<file path="config.mk">
export PLATFORM = sky130hd
export DESIGN_NAME = int_clint
export DESIGN_NICKNAME = d
export VERILOG_FILES = /design/src/rtl/clint_pkg.sv /design/src/rtl/clint_prescaler.sv /design/src/rtl/int_clint.sv
export SDC_FILE = /design/constraint.sdc
export NUM_CORES = 1
export LEC_CHECK = 0
export CAP_MARGIN = 0
export CORE_MARGIN = 2
export CORE_UTILIZATION = 58
export DETAILED_ROUTE_END_ITERATION = 6
export HOLD_SLACK_MARGIN = 0.02
export PLACE_DENSITY_LB_ADDON = 0.12
export SLEW_MARGIN = 20
export SYNTH_ARGS = -nofsm -noshare
export SYNTH_HDL_FRONTEND = slang
export SYNTH_SLANG_ARGS = --single-unit
</file>
<file path="constraint.sdc">
create_clock -name clk -period 2.8 [get_ports clk]
set_input_delay 0.56 -clock clk [delete_from_list [all_inputs] [get_ports clk]]
set_output_delay 0.56 -clock clk [all_outputs]
set_load 0.03 [all_outputs]
</file>
<file path="src/rtl/clint_pkg.sv">
// ============================================================================
// Module      : clint_pkg
// Description : Shared definitions for the core-local interruptor. Holds the
//               register offsets, the request FSM state type and the reset
//               value of the timer compare register.
// Revision    : 1.0 - initial release
// ============================================================================
`default_nettype none

package clint_pkg;

  // Byte offsets of the memory-mapped registers (bits [1:0] never decoded)
  localparam logic [15:0] CLINT_MSIP        = 16'h0000;
  localparam logic [15:0] CLINT_MTIMECMP_LO = 16'h4000;
  localparam logic [15:0] CLINT_MTIMECMP_HI = 16'h4004;
  localparam logic [15:0] CLINT_MTIME_LO    = 16'hBFF8;
  localparam logic [15:0] CLINT_MTIME_HI    = 16'hBFFC;

  // Compare register starts at all-ones so the timer interrupt stays quiet
  localparam logic [63:0] CLINT_MTIMECMP_RST = 64'hFFFF_FFFF_FFFF_FFFF;

  typedef enum logic [0:0] {
    CLINT_IDLE = 1'b0,
    CLINT_RESP = 1'b1
  } clint_state_e;

endpackage : clint_pkg

`default_nettype wire

</file>
<file path="src/rtl/clint_prescaler.sv">
// ============================================================================
// Module      : clint_prescaler
// Description : Tick generator for mtime. A 16-bit counter runs
//               0..TICK_DIV-1 and emits a one-cycle tick on the wrap.
//               Only instantiated when CLINT_PRESCALE_EN is defined.
// Ports       : clk     - clock
//               rst     - synchronous active-high reset
//               clr_i   - restart the count at 0 (mtime was written)
//               tick_o  - mtime increment enable
// Revision    : 1.0 - initial release
// ============================================================================
`default_nettype none

module clint_prescaler #(
  parameter int unsigned TICK_DIV = 1
) (
  input  logic clk,
  input  logic rst,
  input  logic clr_i,
  output logic tick_o
);

  localparam logic [15:0] C_LAST = 16'(TICK_DIV - 1);

  logic [15:0] cnt_q;
  logic [15:0] cnt_d;

  assign tick_o = (cnt_q == C_LAST);

  always_comb begin
    cnt_d = cnt_q + 16'd1;
    if (clr_i || tick_o) begin
      cnt_d = 16'd0;
    end
  end

  always_ff @(posedge clk) begin
    if (rst) begin
      cnt_q <= 16'd0;
    end else begin
      cnt_q <= cnt_d;
    end
  end

endmodule : clint_prescaler

`default_nettype wire

</file>
<file path="src/rtl/int_clint.sv">
// ============================================================================
// Module      : int_clint
// Description : Core-local interruptor. Free-running 64-bit mtime, 64-bit
//               mtimecmp and the msip bit behind a single-outstanding
//               valid/ready request/response port. Produces registered
//               timer and software interrupt levels.
// Config      : CLINT_PRESCALE_EN - when defined, mtime advances once per
//               TICK_DIV clocks through clint_prescaler; otherwise every clock.
// Ports       : lsu_clint_vld/clint_lsu_rdy      - request handshake
//               lsu_clint_wr/addr/wdata           - request payload
//               clint_lsu_rsp_vld/lsu_clint_rsp_rdy - response handshake
//               clint_lsu_rdata/clint_lsu_err     - response payload
//               clint_int_tmr/clint_int_sft       - interrupt levels
// Revision    : 1.0 - initial release
// ============================================================================
`default_nettype none

module int_clint
  import clint_pkg::*;
#(
  parameter int unsigned TICK_DIV = 1,
  parameter int unsigned CSR_DW   = 64
) (
  input  logic        clk,
  input  logic        rst,
  input  logic        lsu_clint_vld,
  output logic        clint_lsu_rdy,
  input  logic        lsu_clint_wr,
  input  logic [15:0] lsu_clint_addr,
  input  logic [31:0] lsu_clint_wdata,
  output logic        clint_lsu_rsp_vld,
  input  logic        lsu_clint_rsp_rdy,
  output logic [31:0] clint_lsu_rdata,
  output logic        clint_lsu_err,
  output logic        clint_int_tmr,
  output logic        clint_int_sft
);

  clint_state_e      state_q, state_d;
  logic [CSR_DW-1:0] mtime_q, mtime_d;
  logic [CSR_DW-1:0] mtimecmp_q, mtimecmp_d;
  logic              msip_q, msip_d;
  logic [31:0]       rdata_q, rdata_d;
  logic              err_q, err_d;
  logic              tmr_q, sft_q;

  logic        w_accept, w_we, w_tick, w_mapped;
  logic        w_sel_msip, w_sel_cmp_lo, w_sel_cmp_hi, w_sel_mt_lo, w_sel_mt_hi;
  logic [31:0] w_rd;
  logic [13:0] w_word;
  logic [1:0]  w_unused_addr;

  assign w_word        = lsu_clint_addr[15:2];
  assign w_unused_addr = lsu_clint_addr[1:0];

  assign w_sel_msip   = (w_word == CLINT_MSIP[15:2]);
  assign w_sel_cmp_lo = (w_word == CLINT_MTIMECMP_LO[15:2]);
  assign w_sel_cmp_hi = (w_word == CLINT_MTIMECMP_HI[15:2]);
  assign w_sel_mt_lo  = (w_word == CLINT_MTIME_LO[15:2]);
  assign w_sel_mt_hi  = (w_word == CLINT_MTIME_HI[15:2]);
  assign w_mapped     = w_sel_msip | w_sel_cmp_lo | w_sel_cmp_hi
                      | w_sel_mt_lo | w_sel_mt_hi;

  assign w_accept = (state_q == CLINT_IDLE) && lsu_clint_vld;
  assign w_we     = w_accept && lsu_clint_wr;

`ifdef CLINT_PRESCALE_EN
  clint_prescaler #(
    .TICK_DIV (TICK_DIV)
  ) u_prescaler (
    .clk    (clk),
    .rst    (rst),
    .clr_i  (w_we && (w_sel_mt_lo || w_sel_mt_hi)),
    .tick_o (w_tick)
  );
`else
  // TICK_DIV has no effect without the prescaler: tick every clock.
  if (TICK_DIV >= 1) begin : g_tick_every_clk
    assign w_tick = 1'b1;
  end else begin : g_tick_every_clk_div0
    assign w_tick = 1'b1;
  end
`endif

  // Read mux sees pre-increment register values
  always_comb begin
    w_rd = 32'd0;
    if (w_sel_msip)   w_rd = {31'd0, msip_q};
    if (w_sel_cmp_lo) w_rd = mtimecmp_q[31:0];
    if (w_sel_cmp_hi) w_rd = mtimecmp_q[CSR_DW-1:32];
    if (w_sel_mt_lo)  w_rd = mtime_q[31:0];
    if (w_sel_mt_hi)  w_rd = mtime_q[CSR_DW-1:32];
  end

  // A half-write overrides the tick entirely for that cycle, so no carry
  // leaks from the running count into the untouched half.
  always_comb begin
    mtime_d    = mtime_q + CSR_DW'(w_tick);
    mtimecmp_d = mtimecmp_q;
    msip_d     = msip_q;
    if (w_we) begin
      if (w_sel_mt_lo)  mtime_d    = {mtime_q[CSR_DW-1:32], lsu_clint_wdata};
      if (w_sel_mt_hi)  mtime_d    = {lsu_clint_wdata, mtime_q[31:0]};
      if (w_sel_cmp_lo) mtimecmp_d = {mtimecmp_q[CSR_DW-1:32], lsu_clint_wdata};
      if (w_sel_cmp_hi) mtimecmp_d = {lsu_clint_wdata, mtimecmp_q[31:0]};
      if (w_sel_msip)   msip_d     = lsu_clint_wdata[0];
    end
  end

  // Response register only loads on acceptance, holding it stable in RESP
  always_comb begin
    rdata_d = rdata_q;
    err_d   = err_q;
    if (w_accept) begin
      rdata_d = lsu_clint_wr ? 32'd0 : w_rd;
      err_d   = ~w_mapped;
    end
  end

  // FSM: state register
  always_ff @(posedge clk) begin
    if (rst) begin
      state_q <= CLINT_IDLE;
    end else begin
      state_q <= state_d;
    end
  end

  // FSM: next state
  always_comb begin
    state_d = state_q;
    case (state_q)
      CLINT_IDLE: if (lsu_clint_vld)     state_d = CLINT_RESP;
      CLINT_RESP: if (lsu_clint_rsp_rdy) state_d = CLINT_IDLE;
      default:                           state_d = CLINT_IDLE;
    endcase
  end

  // FSM: outputs
  always_comb begin
    clint_lsu_rdy     = 1'b0;
    clint_lsu_rsp_vld = 1'b0;
    case (state_q)
      CLINT_IDLE: clint_lsu_rdy     = 1'b1;
      CLINT_RESP: clint_lsu_rsp_vld = 1'b1;
      default: ;
    endcase
  end

  always_ff @(posedge clk) begin
    if (rst) begin
      mtime_q    <= '0;
      mtimecmp_q <= CLINT_MTIMECMP_RST;
      msip_q     <= 1'b0;
      rdata_q    <= 32'd0;
      err_q      <= 1'b0;
      tmr_q      <= 1'b0;
      sft_q      <= 1'b0;
    end else begin
      mtime_q    <= mtime_d;
      mtimecmp_q <= mtimecmp_d;
      msip_q     <= msip_d;
      rdata_q    <= rdata_d;
      err_q      <= err_d;
      tmr_q      <= (mtime_q >= mtimecmp_q);
      sft_q      <= msip_q;
    end
  end

  assign clint_lsu_rdata = rdata_q;
  assign clint_lsu_err   = err_q;
  assign clint_int_tmr   = tmr_q;
  assign clint_int_sft   = sft_q;

endmodule : int_clint

`default_nettype wire

</file>
==> run metrics <==
most used flip-flop cell after synthesis=dfxtp_1; Pleak=around 0.005 uW; Slew @ Worst Pin=between 0.7 and 0.8 ns; pin count of the biggest net entering global routing=about 140; Vias=roughly 9600; critical path's slowest cell=dfxtp_1; Crit Reg-Reg Startpoint=mtime_q[12]$_SDFFE_PP0P_; area of the multi-input gates=0.00585 sq mm; Final Power=between 4000 and 5000 uW; Startpoint Class=flop; Final Hold Viols=0; Storage cell area=~0.0033 sq mm; Routed Antenna Nets=0; largest cells by area after synthesis=dfxtp_1, ha_1, mux2i_1, a211o_1, nor2_1; number of vias per cell=6.36; worst path arrival time=between 2 and 3 ns; power per cell area=398 mW/mm^2; CTS Buf Count=17; Layout Skew=0.00937 ns; Hold-fix buffers, CTS=0; # nets final=1397; Layout area overhead=21.8%; Final min period=~2.5 ns; Hold Crit Start=clint_lsu_err$_SDFFE_PP0P_; Overflow after GRT=0; Antenna diodes=0; Final setup viols=0; Finished Cell Area=0.0119 sq mm; layout cells sized above 1=between 10% and 20%; vias in the first global route=roughly 9000; port bufs=between 80 and 90; I/O pin count=90; most common library cells after synthesis=dfxtp_1, nor2_1, inv_1, a211o_1, mux2i_1; CTS tree=yes; Reg-to-Reg End=mtime_q[58]$_SDFFE_PP0P_; Final period util=88.8%; CTS HTree Levels=4; die area=0.0178 sq mm; DP Worst Slack=-0.0493 ns; Longest Clk Path Bufs=2; CP max FO=7; Worst Hold Path EP=clint_lsu_err$_SDFFE_PP0P_; Crit. End Element=flop; sequential fraction of the synthesis area=33.9%; worst-skew pair later-pin latency=0.44 ns; Worst slew margin=46.8%; type of the worst setup path=reg2reg; critical path's largest stage delay=0.46 ns; number of flops mapped to enable cells by yosys=0; Yosys top cell by area=dfxtp_1; worst reg2reg setup slack=0.31 ns; # clock sinks=~170; first-pass GRT wire length=47100 um; Mean Syn Cell Area=8.38 sq um; DP Area=0.0114 sq mm; Initial DRC Count=824; worst setup margin=0.313 ns; initial core utilization=58.9%; Residual DRC=0; row cnt=47; Pins Over Slew Limit=0; clk slew on worst S/H paths=approximately 0.060 ns; share of the synthesized area in the top cell type=33.9%; Mapped Area=0.00974 sq mm; setup bufs post-CTS=0; Final GP Congestion=0.926; antenna violations before repair=0; Post-DP HPWL=between 20000 and 25000 um; worst-path cell chain=nand4_1 -> nor3_2 -> o2111a_1 -> nand3_1 -> o311ai_0 -> a21oi_1; Hold Path Depth=2; # resized after CTS=0; R2R cell count=6; Netlist cell types=69; routed wire length=28900 um; Ys Warns=0; GRT Resource Usage Total=33.0%; die width=134 um; Peak Freq=402 MHz; FF+latch count, synth=~170; Worst EP required=about 3.1 ns; core area=0.0165 sq mm; hold crit path type=reg2reg; Post-synth ARST share=0%; count leader, synth=dfxtp_1; Synth Instances=around 1200; fillers=1300; Max IR drop VDD=454 uV; WL/cell=19.2 um; Die Y=134 um; Synthesized Nets=1280; outcome=complete, no violations; drt first pass iters=7; RSZ-0062 raised after global routing=no; Max-Cap Viols=0; CTS root buffer=clkbuf_16
-- worst max-delay path, delay by kind of cell, from the launching register on --
family	cells	cell delay, ns
and+or+nand+nor	3	0.99
DFF	1	0.46
AOI/OAI and AO/OA	3	0.90
-- how the worst max path moves through the flow --
stage                             startpoint  cells past startpoint                        to  slack (ns)
floorplan                 lsu_clint_addr[14]                      9  mtime_q[15]$_SDFFE_PP0P_        0.47
CTS                  mtime_q[0]$_SDFFE_PP0P_                      8  clint_int_tmr$_SDFF_PP0_        0.36
detailed placement        lsu_clint_addr[11]                      8  mtime_q[53]$_SDFFE_PP0P_       -0.05
global placement          lsu_clint_addr[13]                      8  mtime_q[53]$_SDFFE_PP0P_       -0.02
finish              mtime_q[12]$_SDFFE_PP0P_                      6  mtime_q[58]$_SDFFE_PP0P_        0.31
global route         mtime_q[8]$_SDFFE_PP0P_                      7  mtime_q[61]$_SDFFE_PP0P_        0.18
-- sequential cells by signal, summed over array words and instances, names as in the netlist --
name,flops
mtime_q,64
mtimecmp_q,64
clint_lsu_rdata,32
clint_int_sft,1
clint_int_tmr,1
clint_lsu_err,1
msip_q,1
state_q,1
-- cells in the final DEF, fill, tap and decap left out, types with 6 or more instances in the layout --
cell type,count
o22ai_1,35
a21oi_1,61
nor3_1,19
buf_4,78
clkdlybuf4s50_1,85
o21ai_0,37
dfxtp_1,165
a21o_1,8
a211oi_1,17
ha_1,65
nand2_1,65
inv_1,75
clkbuf_16,17
nor4_1,16
nor2_1,128
mux2i_1,67
a31oi_1,18
and4_1,6
nand3_1,33
buf_12,11
o211ai_1,13
nand2b_1,7
a221oi_1,6
nand4_1,30
or3_1,16
a211o_1,70
a22o_1,32
and3_1,11
-- where the power goes --
group          total, uW  leakage, uW  internal [uW]  switching [uW]
combinational        287      0.00353            123             165
clock               2070     0.000236           1110             966
sequential          2360      0.00133           2350            5.75
-- cell families (layout without fill, tap and decap cells) --
logic type / Yosys count / in the layout / synth area share, %
compound gates: 339 / 339 / 24.9
xor+xnor: 8 / 8 / 0.720
fa+ha+maj: 65 / 65 / 8.35
buf+inv: 151 / 278 / 6.22
flops: 165 / 165 / 33.9
mux: 70 / 70 / 7.23
simple gates: 364 / 364 / 18.6
-- layer usage --
| layer | global-route usage [%] | routed length (um) | up-vias |
|---|---|---|---|
| li1 | - | - | 4581 |
| met1 | 44.1 | 12600 | 4560 |
| met2 | 53.7 | 13600 | 399 |
| met3 | 5.67 | 1960 | 57 |
| met4 | 12.0 | 658 | 0 |
| met5 | 0 | 0 | - |
-- through the flow --
| step | cells | hold WS, ns | util, % | setup TNS (ns) |
|---|---|---|---|---|
| 2_1_floorplan | 1162 | 0.460 | - | 0 |
| 3_3_place_gp | 1480 | 0.438 | 68.8 | -0.0227 |
| 3_5_place_dp | 1480 | 0.459 | 68.8 | -0.314 |
| 4_1_cts | 1509 | 0.470 | 71.8 | 0 |
| 5_1_grt | 1509 | 0.481 | 71.8 | 0 |
| 6_report | 1509 | 0.465 | 71.8 | 0 |
-- final cells by class --
type                            count  area share, %
Clock buffer                       19           3.65
Clock inverter                     10          0.538
Inverter                           75           2.37
Multi-Input combinational cell    846           49.3
Sequential cell                   165           27.8
Tap cell                          220           2.32
Timing Repair Buffer              174           14.0
Note: power is estimated with default switching activity, not from simulation.
